<file path="src/rtl/branch_predictor_unit.sv">
// Branch predictor: 16-entry BHT of 2-bit counters, 16-entry direct-mapped BTB, 4-bit GHR.
// Define BP_GSHARE_EN to index the BHT with PC[3:0] XOR global history.
module branch_predictor_unit #(
    parameter logic [1:0] BHT_INIT = 2'b01
) (
    input  logic       clk,
    input  logic       reset,
    input  logic [7:0] fetch_pc,
    output logic       predict_taken,
    output logic [7:0] predict_target,
    output logic [3:0] predict_ghr,
    input  logic       update,
    input  logic [7:0] update_pc,
    input  logic       update_taken,
    input  logic [7:0] update_target,
    input  logic [3:0] update_ghr
);

    logic [15:0][1:0] bht_q, bht_d;
    logic [15:0]      vld_q, vld_d;
    logic [15:0][3:0] tag_q, tag_d;
    logic [15:0][7:0] tgt_q, tgt_d;
    logic [3:0]       ghr_q, ghr_d;

    logic [3:0] lk_idx;
    logic [3:0] up_idx;
    logic [3:0] btb_lk;
    logic [3:0] btb_up;
    logic       hit;
    logic [1:0] cnt;

    assign btb_lk = fetch_pc[3:0];
    assign btb_up = update_pc[3:0];

`ifdef BP_GSHARE_EN
    assign lk_idx = fetch_pc[3:0] ^ ghr_q;
    assign up_idx = update_pc[3:0] ^ update_ghr;
`else
    logic unused_ghr;
    assign unused_ghr = ^update_ghr;
    assign lk_idx = fetch_pc[3:0];
    assign up_idx = update_pc[3:0];
`endif

    // Lookup reads only registered state, so a same-cycle update is not bypassed.
    always_comb begin
        hit            = vld_q[btb_lk] && (tag_q[btb_lk] == fetch_pc[7:4]);
        predict_taken  = hit && bht_q[lk_idx][1];
        predict_target = predict_taken ? tgt_q[btb_lk] : fetch_pc + 8'd1;
        predict_ghr    = ghr_q;
    end

    always_comb begin
        bht_d = bht_q;
        vld_d = vld_q;
        tag_d = tag_q;
        tgt_d = tgt_q;
        ghr_d = ghr_q;
        cnt   = bht_q[up_idx];
        if (update) begin
            if (update_taken && cnt != 2'b11) begin
                cnt = cnt + 2'd1;
            end else if (!update_taken && cnt != 2'b00) begin
                cnt = cnt - 2'd1;
            end
            bht_d[up_idx] = cnt;
            if (update_taken) begin
                vld_d[btb_up] = 1'b1;
                tag_d[btb_up] = update_pc[7:4];
                tgt_d[btb_up] = update_target;
            end
            ghr_d = {ghr_q[2:0], update_taken};
        end
    end

    always_ff @(posedge clk) begin
        if (reset) begin
            bht_q <= {16{BHT_INIT}};
            vld_q <= '0;
            ghr_q <= '0;
        end else begin
            bht_q <= bht_d;
            vld_q <= vld_d;
            ghr_q <= ghr_d;
        end
    end

    // Tag and target payload are qualified by valid; reset would drop any coincident write.
    always_ff @(posedge clk) begin
        if (!reset) begin
            tag_q <= tag_d;
            tgt_q <= tgt_d;
        end
    end

endmodule

</file>
<file path="config.mk">
export PLATFORM = sky130hd
export DESIGN_NAME = branch_predictor_unit
export DESIGN_NICKNAME = d
export VERILOG_FILES = /design/src/rtl/branch_predictor_unit.sv
export SDC_FILE = /design/constraint.sdc
export NUM_CORES = 1
export LEC_CHECK = 0
export CAP_MARGIN = 40
export CORE_MARGIN = 8
export CORE_UTILIZATION = 54
export CTS_CLUSTER_DIAMETER = 30
export DETAILED_ROUTE_END_ITERATION = 6
export PLACE_DENSITY_LB_ADDON = 0.1
export SYNTH_ARGS = -nofsm -noshare
export SYNTH_HDL_FRONTEND = slang
export SYNTH_SLANG_ARGS = --single-unit
</file>
<file path="constraint.sdc">
create_clock -name clk -period 3.3 [get_ports clk]
set_clock_uncertainty 0.05 [all_clocks]
set_input_delay 0.495 -clock clk [delete_from_list [all_inputs] [get_ports clk]]
set_output_delay 0.495 -clock clk [all_outputs]
set_load 0.1 [all_outputs]
</file>
==> flow_summary.ini <==
[final_layout]
leading_cell_type_in_the_layout_fill_and_taps_excluded = edfxtp_1
area_added_between_synthesis_and_finish_pct = 25.5
drive_gt1_share_pct = 31.2
antenna-diode-count = 0
layout_common_cells = edfxtp_1 (192), mux4_2 (64), dfxtp_1 (52)
finish.cell_count_without_fillers = 956
layout.nets = 728

[timing]
min_period_over_period_pct = 109
slew_headroom_pct = 62.6
whs_ps = 408
max_freq_ghz = 0.278
rsz0062_at_grt = yes
final.min_clock_period_ps = 3590
report.final.hold_viol_count = 0
setup_slack_ps = -291
tightest_slew_ps = 559
final_max_slew_violation_count = 0
setup_viol = 8

[floorplan]
io_pins = 45
initial_core_utilization_pct = 54.5
die_width_microns = 153
die_outline_area_sq_um = 23300
placement_rows = 50
die-height_microns = 153
core_region_area_sq_um = 18500

[logic_synthesis]
synth.mux.area_fraction_pct = 18.8
synthesis.area_per_instance_sq_um = 17.2
ys.flop_type = edfxtp_1
synthesis.instances = 588
yosys.area_share.simple_pct = 5.08
synth_cell_types = 40
syn-cell-area_sq_um = 10100
synth_top_family_by_area = multiplexers
synth.ff_latch_count = 244
synthXorXnorAreaFrac_pct = 1.30
synth-compound-area-share_pct = 4.28
synth_fa_ha_area_share_pct = 0.372
edff_count_synth = 192
synth_seq_area_share_pct = 67.4
yosysWarnings = 0
async_flop_share_pct = 0
synth_fp_nets = 623

[cts]
htree_num_levels = 2
number_of_buffers_inserted_during_clock_tree_synthesis = 40
number_of_buffers_on_the_longest_clock_path = 3
tritoncts = done
clkSlewWorstSetupHoldPaths_ps = 40
worst_skew_pair.late_latency_ps = 500
numClockSinks = 244
ctsRootBufferMaster = clkbuf_16
post_cts_hold_fix_bufs = 0

[worst_hold_path]
holdCritPathClass = reg -> reg
timing.hold.worst_path_depth = 1
worst_hold_path.endpoint = bht_q[12]$_SDFFE_PP1P_
holdCritStartpoint = bht_q[12]$_SDFFE_PP1P_

[drt]
detail_route.first_pass.iterations = 5
routedWlPerCell_microns = 23.1
vias_after_detailed_routing = 5639
final_antenna_net_count = 0
post_drt_via_cell_ratio = 5.90
drtIter0Drc = 379
drc = 0
drt-total-wl_mm = 22.1

[worst_setup_path]
r2r_end = bht_q[10]$_SDFFE_PP1P_
critical_path_class = reg -> out
worst_ep_arrival_time_ps = 3050
critPathMaxStageDelay_ps = 480
worst_r2r_startpoint = bht_q[2]$_SDFFE_PP1P_
cpLargestDelayFamily = multiplexers
worst-path-buf-inv = 2
cpMostUsedCell = buf_12
critical_path_peak_fanout = 9
slowest_stage = mux4_2
critical_path.cell_chain = mux4_2, a22o_1, a221oi_2, xnor2_1, nor4_4, buf_12, mux2_4, buf_12
critical_path.endpoint_type = output pin
rr_worst_depth = 9
critical_path_required_ps = 2750
reg2reg_setup_slack_ps = 600
timing.critical_path.from_type = flip-flop

[job]
drv.max_cap_violation_count = 0

[grt]
gr-usage-all-layers_pct = 19.0
global_route.overflow_total = 0
grt_antenna_before_repair = 0
grt_pass1_vias = 5979
grtUsageMet1_pct = 23.8
grt_start_max_net_pins = 54
met3_usage_pct = 4.23
global_route_wire_length_before_repair_mm = 34.2
top_usage_layer = met2
grt_util_met2_pct = 32.5

[power]
power.ir.vdd_worst_mv = 0.310
power_leakage_nw = 4.29
power_density_nw_per_um2 = 629
finalPower_mw = 7.96

[placement]
post-place-ws_ps = -347
port_buffers = 40
finalWeightedCongestion = 0.744
dp.final_hpwl_mm = 14.1
place_inst = 885

[run_status]
violated_checks = setup timing
outcome = finished with violations
per-stage QoR:
| step | instance area, sq um | util (%) | TNS, ps |
|---|---|---|---|
| 6_report | 12700 | 68.4 | -2110 |
| 5_1_grt | 12700 | 68.4 | -2810 |
| 4_1_cts | 12700 | 68.4 | -2450 |
| 3_5_place_dp | 11300 | 61.2 | -9270 |
| 3_3_place_gp | 11300 | 60.8 | -7170 |
| 2_1_floorplan | 10200 | - | -2440 |
where the power goes:
part	leakage (nW)	internal (mW)	switching [mW]	total (mW)
clock	0.659	2.68	1.41	4.09
combinational	1.48	0.227	0.286	0.513
sequential	2.15	3.35	0.0107	3.36
synthesized netlist by cell type (8+ instances only):
library cell / instances / area share, %
o22ai_1: 16 / 0.99
inv_1: 19 / 0.71
nand3b_1: 16 / 1.2
mux4_2: 61 / 14
o21ai_0: 13 / 0.64
a211o_1: 16 / 1.4
nand3_1: 9 / 0.45
mux2i_1: 23 / 2.3
edfxtp_1: 192 / 57
a21oi_1: 9 / 0.45
nand2_1: 20 / 0.74
dfxtp_1: 52 / 10
mux2_2: 8 / 0.89
buf_2: 12 / 0.60
clkbuf_1: 16 / 0.60
nor2_1: 51 / 1.9
per-layer routing:
layer / vias to the layer above / share of wire (%)
met5: - / 0
met4: 0 / 2.4
met3: 42 / 5.8
met2: 186 / 50
met1: 2873 / 41
li1: 2538 / -
kinds of logic (layout without fill, tap and decap cells):
kind of cell	after synthesis	count (layout)
compound gates	65	65
xor+xnor	12	12
fa+ha+maj	3	3
buf+inv	56	190
flops	244	244
mux	100	100
simple gates	108	108
area by class of cell:
cell class	instances	area (sq um)
clock buffers	48	1080
clock inverters	23	267
fillers	1251	5850
inverters	19	71.3
multi-input cells	288	3100
flip-flops and latches	244	6810
well taps	234	293
repair buffers	100	1050
worst register-to-register path: stages (launching register included):
cell	delay (ps)
dfxtp_1	330
mux4_2	490
mux4_2	540
ha_1	240
mux2i_1	150
buf_4	150
xnor2_4	120
buf_12	160
nor2_1	50
a211o_1	290
worst max path at each step:
| stage | start | end | slack (ps) | depth (start not counted) |
|---|---|---|---|---|
| detailed placement | fetch_pc[1] | predict_target[1] | -350 | 10 |
| CTS | tag_q[61]$_DFFE_PP_ | predict_target[1] | -330 | 8 |
| floorplan | fetch_pc[1] | predict_target[0] | -340 | 10 |
| finish | tag_q[59]$_DFFE_PP_ | predict_target[1] | -290 | 8 |
| global route | tag_q[61]$_DFFE_PP_ | predict_target[1] | -370 | 8 |
| global placement | fetch_pc[1] | predict_target[1] | -310 | 10 |
flip-flops by register name, summed over array words and instances, names as in the netlist:
| register | count |
|---|---|
| bht_q | 32 |
| predict_ghr | 4 |
| tag_q | 64 |
| tgt_q | 128 |
| vld_q | 16 |
repair_timing:
item,4_1_cts,5_1_grt
setup buffers,0,0
gates resized for setup,2,2
hold endpoints to repair,0,0
endpoints found under the setup margin,9,9
Power figures use the tool's default switching activity.
